`src/rtl/itch_msg_encoder_pkg.sv`:
```
// itch_msg_encoder_pkg: ITCH message constants, lengths and encoder FSM state type
package itch_msg_encoder_pkg;
  localparam int MAX_LEN = 26;
  localparam int CNT_W = 5;
  localparam int IMG_W = MAX_LEN * 8;
  localparam logic [7:0] ITCH_ADD = 8'h41;
  localparam logic [7:0] ITCH_CANCEL = 8'h58;
  localparam logic [7:0] ITCH_DELETE = 8'h44;
  localparam logic [7:0] ITCH_REPLACE = 8'h55;
  localparam logic [7:0] SIDE_BUY = 8'h42;
  localparam logic [7:0] SIDE_SELL = 8'h53;
  localparam logic [CNT_W-1:0] LEN_ADD = 5'd26;
  localparam logic [CNT_W-1:0] LEN_CANCEL = 5'd13;
  localparam logic [CNT_W-1:0] LEN_DELETE = 5'd9;
  localparam logic [CNT_W-1:0] LEN_REPLACE = 5'd25;
  typedef enum logic {IDLE, SEND} state_t;
endpackage

```
`src/rtl/itch_msg_encoder_packer.sv`:
```
// itch_msg_encoder_packer: maps a decoded order event onto a left-justified big-endian byte image
module itch_msg_encoder_packer
  import itch_msg_encoder_pkg::*;
(
  input  logic [7:0]       msg_type,
  input  logic [63:0]      order_ref,
  input  logic [63:0]      new_ref,
  input  logic             buy_sell,
  input  logic [31:0]      shares,
  input  logic [31:0]      price,
  input  logic [63:0]      stock_symbol,
  output logic [CNT_W-1:0] len,
  output logic             known,
  output logic [IMG_W-1:0] image
);
  always_comb begin
    len = '0;
    known = 1'b1;
    image = '0;
    case (msg_type)
      ITCH_ADD: begin
        len = LEN_ADD;
        image = {msg_type, order_ref, buy_sell ? SIDE_BUY : SIDE_SELL, shares, stock_symbol, price};
      end
      ITCH_CANCEL: begin
        len = LEN_CANCEL;
        image = {msg_type, order_ref, shares, 104'd0};
      end
      ITCH_DELETE: begin
        len = LEN_DELETE;
        image = {msg_type, order_ref, 136'd0};
      end
      ITCH_REPLACE: begin
        len = LEN_REPLACE;
        image = {msg_type, order_ref, new_ref, shares, price, 8'd0};
      end
      default: known = 1'b0;
    endcase
  end
endmodule

```
`src/rtl/itch_msg_encoder.sv`:
```
// itch_msg_encoder: serialises one order event per command into an ITCH byte stream
module itch_msg_encoder
  import itch_msg_encoder_pkg::*;
(
  input  logic        clk,
  input  logic        rst_n,
  input  logic        cmd_valid,
  output logic        cmd_ready,
  input  logic [7:0]  msg_type,
  input  logic [63:0] order_ref,
  input  logic [63:0] new_ref,
  input  logic        buy_sell,
  input  logic [31:0] shares,
  input  logic [31:0] price,
  input  logic [63:0] stock_symbol,
  output logic        out_valid,
  input  logic        out_ready,
  output logic [7:0]  out_byte,
  output logic        out_start,
  output logic        out_last,
  output logic        err_unsupported
);
  state_t state, state_next;
  logic [IMG_W-1:0] shreg, image;
  logic [CNT_W-1:0] cnt, len;
  logic known, first, err, accept, fire;

  itch_msg_encoder_packer u_packer (
    .msg_type(msg_type), .order_ref(order_ref), .new_ref(new_ref), .buy_sell(buy_sell),
    .shares(shares), .price(price), .stock_symbol(stock_symbol),
    .len(len), .known(known), .image(image)
  );

  assign out_valid = state == SEND;
  assign out_byte = shreg[IMG_W-1 -: 8];
  assign out_start = out_valid && first;
  assign out_last = out_valid && cnt == '0;
  assign fire = out_valid && out_ready;
  // Accepting on the last-byte handshake gives zero-bubble back-to-back messages
  assign cmd_ready = !out_valid || (fire && out_last);
  assign accept = cmd_valid && cmd_ready;
  assign err_unsupported = err;

  always_comb begin
    state_next = accept ? (known ? SEND : IDLE) : (fire && out_last) ? IDLE : state;
  end

  always_ff @(posedge clk or negedge rst_n) begin
    if (!rst_n) state <= IDLE;
    else state <= state_next;
  end

  always_ff @(posedge clk or negedge rst_n) begin
    if (!rst_n) begin
      shreg <= '0;
      cnt <= '0;
      first <= 1'b0;
      err <= 1'b0;
    end else begin
      err <= accept && !known;
      if (accept && known) begin
        shreg <= image;
        cnt <= len - 1'b1;
        first <= 1'b1;
      end else if (fire) begin
        shreg <= shreg << 8;
        first <= 1'b0;
        if (cnt != '0) cnt <= cnt - 1'b1;
      end
    end
  end
endmodule

```
`config.mk`:
```
export PLATFORM = sky130hd
export DESIGN_NAME = itch_msg_encoder
export DESIGN_NICKNAME = d
export VERILOG_FILES = /design/src/rtl/itch_msg_encoder_pkg.sv /design/src/rtl/itch_msg_encoder_packer.sv /design/src/rtl/itch_msg_encoder.sv
export SDC_FILE = /design/constraint.sdc
export NUM_CORES = 1
export LEC_CHECK = 0
export CAP_MARGIN = 40
export CORE_UTILIZATION = 35
export CTS_BUF_LIST = sky130_fd_sc_hd__clkbuf_8
export CTS_CLUSTER_SIZE = 8
export DETAILED_ROUTE_END_ITERATION = 10
export DONT_BUFFER_PORTS = 1
export PLACE_DENSITY = 0.56
export RECOVER_POWER = 50
export SYNTH_ARGS = -nofsm -noshare
export SYNTH_HDL_FRONTEND = slang
export SYNTH_SLANG_ARGS = --single-unit
```
`constraint.sdc`:
```
create_clock -name clk -period 2.36 [get_ports clk]
set_clock_uncertainty 0.05 [all_clocks]
set_input_delay 0.354 -clock clk [delete_from_list [all_inputs] [get_ports clk]]
set_output_delay 0.354 -clock clk [all_outputs]
set_load 0.005 [all_outputs]
```
After elaboration in Yosys (flattened, before gate mapping). Index checks and enable logic that the tools add are counted. W data, S select, Z words.

Register bits after elaboration: 216. Bits in latches: 0. Memory bits (writable): 0. Memory bits (read-only): 0. Input port bits: 269. Output and inout bits: 13. Logic and storage cells: 42. Memories: 0.

Add/sub/neg operators: 2. Multiply operators: 0. Divide/modulo/power cells: 0. Magnitude comparators: 0. Eq/ne operators: 4. Shift operators: 0. Mux-type cells: 14. Bitwise operators: 0. Reductions and logical operators: 17.

Operators with widths (number): $pmux W208 S4 (1); $mux W208 (2); $eq A8 B7 Y1 const B (4); $mux W5 (4); $pmux W5 S4 (1); $sub A5 B1 Y5 const B (2); $logic_and A1 B1 Y1 (7); $mux W1 (6); $reduce_bool A2 Y1 (3); $logic_not A5 Y1 (1); $reduce_bool A5 Y1 (1); $reduce_or A4 Y1 (1); $logic_not A1 Y1 (2); $reduce_and A2 Y1 (1); $logic_or A1 B1 Y1 (1).

Depth between registers and ports, before layout. Gate-level depths: netlist of the first run.

Depth in word-level cells: 8. Mapped depth: 11. Depth with buffers taken out: 10.

Cells and area by module. From an unflattened synthesis of the first run, not the netlist that was laid out.

Cell total of the unflattened synthesis: 1594. Area, all modules: 12384.4 µm².

By module, submodules not included: itch_msg_encoder (times used 1, cells an instance 1192, area each 9872.0 µm², sequential area each 5405.2 µm²); itch_msg_encoder_packer (times used 1, cells an instance 402, area each 2512.4 µm², sequential area each 0.0 µm²).

Worst setup path before layout of the first run. OpenSTA, ideal clock, no wires.

Kind: input -> register. From: in msg_type[4]. To: reg cnt[4]. Library setup time: 0.125 ns. Arrival: 2.330 ns. Required time: 2.185 ns. Setup slack: -0.146 ns. Cell stages on the path: 11. Path buffers: 3. Cells stage by stage: buf_2 -> nor4b_1 -> clkbuf_1 -> buf_2 -> nand3_1 -> a21oi_1 -> ha_1 -> nor3b_1 -> nand3_1 -> o31ai_1 -> nor3_2.

Word-level cells in the longest chain between the ends: 6. Elaborated cells between the ends (all ways): 13. Classes of those cells: 1 x add/sub; 4 x eq/ne; 3 x mux; 5 x reduce/logical.

Ends and longest elaborated chain: start: declaration (line itch_msg_encoder.sv:9) `input logic [7:0] msg_type,`; parallel branches: the longest is 6 deep, another holds $sub A5 B1 Y5; end signal: assignment (line itch_msg_encoder.sv:63) `cnt <= len - 1'b1;`; end signal: assignment (line itch_msg_encoder.sv:68) `if (cnt != '0) cnt <= cnt - 1'b1;`; end: declaration (line itch_msg_encoder.sv:25) `logic [CNT_W-1:0] cnt, len;`.

Several ways; the timed one is not identified. A chain may end at the register's enable or synchronous reset.

Final worst setup path of the first run.
From: reg cnt[1]. To: out cmd_ready.

Word-level cells in the longest chain between the ends: 4.

Ends and longest elaborated chain: $logic_not A5 Y1 (line itch_msg_encoder.sv:37) `assign out_last = out_valid && cnt == '0;`; $logic_and A1 B1 Y1 (line itch_msg_encoder.sv:37); $logic_and A1 B1 Y1 (line itch_msg_encoder.sv:40) `assign cmd_ready = !out_valid || (fire && out_last);`; $logic_or A1 B1 Y1 (line itch_msg_encoder.sv:40); end: declaration (line itch_msg_encoder.sv:8) `output logic cmd_ready,`.

No other way between the ends.

==> results of run 1 <==
final cells by class:
type	instances	area [um^2]
flip-flops and latches	216	5410
clock buffers	53	729
fillers	2860	16100
multi-input cells	892	5390
well taps	402	503
repair buffers	317	3330
clock inverters	22	145
diodes	2	5.00
per-layer routing:
metal	vias to the layer above	wire length [um]	GRT usage
met1	5205	17500	0.309
met5	-	45	0
met4	6	1270	0.0905
li1	4926	-	-
met3	103	2850	0.0596
met2	443	18900	0.387
metrics by stage:
step | area, um^2 | hold WS, ns | setup WS [ns] | TNS (ns)
finish | 15500 | -0.520 | 0.0119 | 0
global route | 15500 | -0.565 | -0.0805 | -0.245
CTS | 15300 | -0.583 | 0.000540 | 0
detailed placement | 12100 | 0.0257 | 0.0163 | 0
global placement | 12100 | 0.0269 | 0.0486 | 0
floorplan | 11300 | 0.00841 | 0.0158 | 0
what timing repair did:
action                                 4_1_cts  5_1_grt
setup endpoints to repair                    1      131
setup buffers                                0        6
gates cloned                                 0        3
resized for setup                            1       13
hold buffers                               234        3
endpoints found under the hold margin      394      219
pin swaps                                    0        4
kinds of logic after synthesis:
family / count (synthesis)
AOI/OAI and AO/OA: 276
buffers and inverters: 126
adders and majority gates: 1
DFF: 216
and+or+nand+nor: 502
muxes: 105
xor gates and xnor gates: 6
sequential cells by signal (all words and copies together), names as in the netlist:
name	count
cnt	5
err_unsupported	1
first	1
out_valid	1
shreg	208
synth_stat cells, drive strengths merged, types with 15 or more instances:
master / count
nand2: 289
clkbuf: 60
dfrtp: 216
nor2: 73
buf: 66
a221oi: 18
or3: 15
a222oi: 15
nand3: 93
a21oi: 15
a31oi: 90
mux2i: 105
o21ai: 20
o211ai: 89
a22o: 20
worst min-delay path by stage:
stage                from         end  slack (ns)
floorplan           rst_n      cnt[0]       0.008
global placement    rst_n  shreg[136]        0.03
detailed placement  rst_n  shreg[136]        0.03
CTS                 rst_n  shreg[116]       -0.58
global route        rst_n  shreg[116]       -0.57
finish              rst_n  shreg[144]       -0.52
report_power, final:
part           internal (mW)  leakage (nW)  switching [mW]
clock network           2.15         0.497            1.75
logic                   1.28          2.87            1.04
registers               4.76          2.89           0.706
total                   8.18          6.26            3.50
==> flow_metrics.tcl, run 1 <==
set metrics [dict create \
    holdCritPathClass "in2async" \
    remaining_drc_errors 0 \
    synth_compound_area_frac 0.177 \
    max-slew-margin-rel 0.389 \
    rr_worst_depth 9 \
    clock.fmax_mhz 426 \
    cpLargestDelayFamily "simple AND/OR/NAND/NOR gates" \
    grt_pass1_vias 10900 \
    grt_max_degree 217 \
    end_kind "output port" \
    wl_per_cell_um 21.3 \
    period_share 0.995 \
    synth_ff_type "dfrtp_1" \
    setup.worst_path.class "reg2out" \
    grt_overflow 0 \
    die_h_um 182 \
    drive_above_1_share 0.112 \
    cts_tree "built" \
    coreArea_um2 31600 \
    path_clk_slew_ns 0.07 \
    antenna_found_initial 5 \
    dp.cells 1581 \
    synthSimpleGateAreaFrac 0.190 \
    leakage_nw 6.26 \
    die-area_um2 33000 \
    drt_wl_total_um 40600 \
    place_hpwl_um 26300 \
    routabilityCongestion 0.884 \
    crit_path_top_delay_cell "or4_4" \
    layout_common_cells "nand2_1, dlygate4sd3_1, dfrtp_1" \
    avgViaCountPerCell 5.61 \
    io-pin-count 282 \
    worstPathCellList "or4_4, o21ai_4, buf_6, buf_6" \
    powerDensity_nw_per_um2 754 \
    worstSetupPathDepth 4 \
    post-route-util 0.490 \
    synth-xor-area-share 0.00465 \
    final_common_cell "nand2_1" \
    finalCriticalPeriod_ns 2.35 \
    syn_inst 1232 \
    critPathLaunch "cnt[1]" \
    rr_startpoint "cnt[1]" \
    cts_buffers 41 \
    clk_latency_ns 0.56 \
    drt_iter0_drc 772 \
    setup_viol 0 \
    cp.required_ns 1.96 \
    placement.io_buffers 0 \
    finalHoldViolations 216 \
    synthMuxAreaShare 0.0930 \
    tightest_slew_ns 0.917 \
    grt_pass1_wl_um 61800 \
    critPathMostFrequentCell "buf_6" \
    dr.pass1.iters 8 \
    synth_top_area_cell "dfrtp_1" \
    max_stage_delay_ns 0.55 \
    violations "hold timing" \
    reg2reg_slack_ns 0.04 \
    vias 10700 \
    slew_viol_final 0 \
    peakVddDrop_uv 404 \
    cts-root-buf "clkbuf_8" \
    layout.cells.non_filler 1904 \
    critPathMaxFanout 4 \
    rows 65 \
    yosysSeqAreaShare 0.478 \
    synth_seq_cells 216 \
    synth_top_area_frac 0.478 \
    critPathArrivalTime_ns 1.94 \
    areaGrowthSynthToFinish_pct 37.1 \
    ys_types 48 \
    antenna_left 0 \
    cp-endpoint "cmd_ready" \
    cp-start-kind "flip-flop" \
    synth-edff-count 0 \
    p_total_mw 11.7 \
    rsz0062_at_grt "yes" \
    cts.sinks 216 \
    htree_levels 2 \
    synth_nets 1502 \
    synth.avg_cell_area_um2 9.18 \
    fin_hold_ws_ns -0.520 \
    yosys_warnings 0 \
    async_reset_ff_frac 1.00 \
    yosys-top-cells-area "dfrtp_1, nand2_1, mux2i_1" \
    worst-path-buf-inv 2 \
    status "finished with violations" \
    synth.cell_area_um2 11300 \
    chipWidth_um 182 \
    synth_top_family_by_area "simple AND/OR/NAND/NOR gates" \
    synth_fa_ha_area_frac 0.00111 \
    rr_endpoint "cnt[4]" \
    final_nets 1738 \
    cap_violations 0 \
    initial_utilization 0.357 \
    cts_buffer_depth 3 \
    grt.total_usage 0.240 \
]
(Power assumes the default switching activity.)
==> run 2, diff against run 1 <==
--- a/config.mk
+++ b/config.mk
@@ -11,8 +11,10 @@
 export CTS_CLUSTER_SIZE = 8
 export DETAILED_ROUTE_END_ITERATION = 10
 export DONT_BUFFER_PORTS = 1
+export GPL_TIMING_DRIVEN = 1
 export PLACE_DENSITY = 0.56
 export RECOVER_POWER = 50
+export SLEW_MARGIN = 20
 export SYNTH_ARGS = -nofsm -noshare
 export SYNTH_HDL_FRONTEND = slang
 export SYNTH_SLANG_ARGS = --single-unit
==> results of run 2 <==
The final DEF is identical to that of run 1; final timing and power are the same.
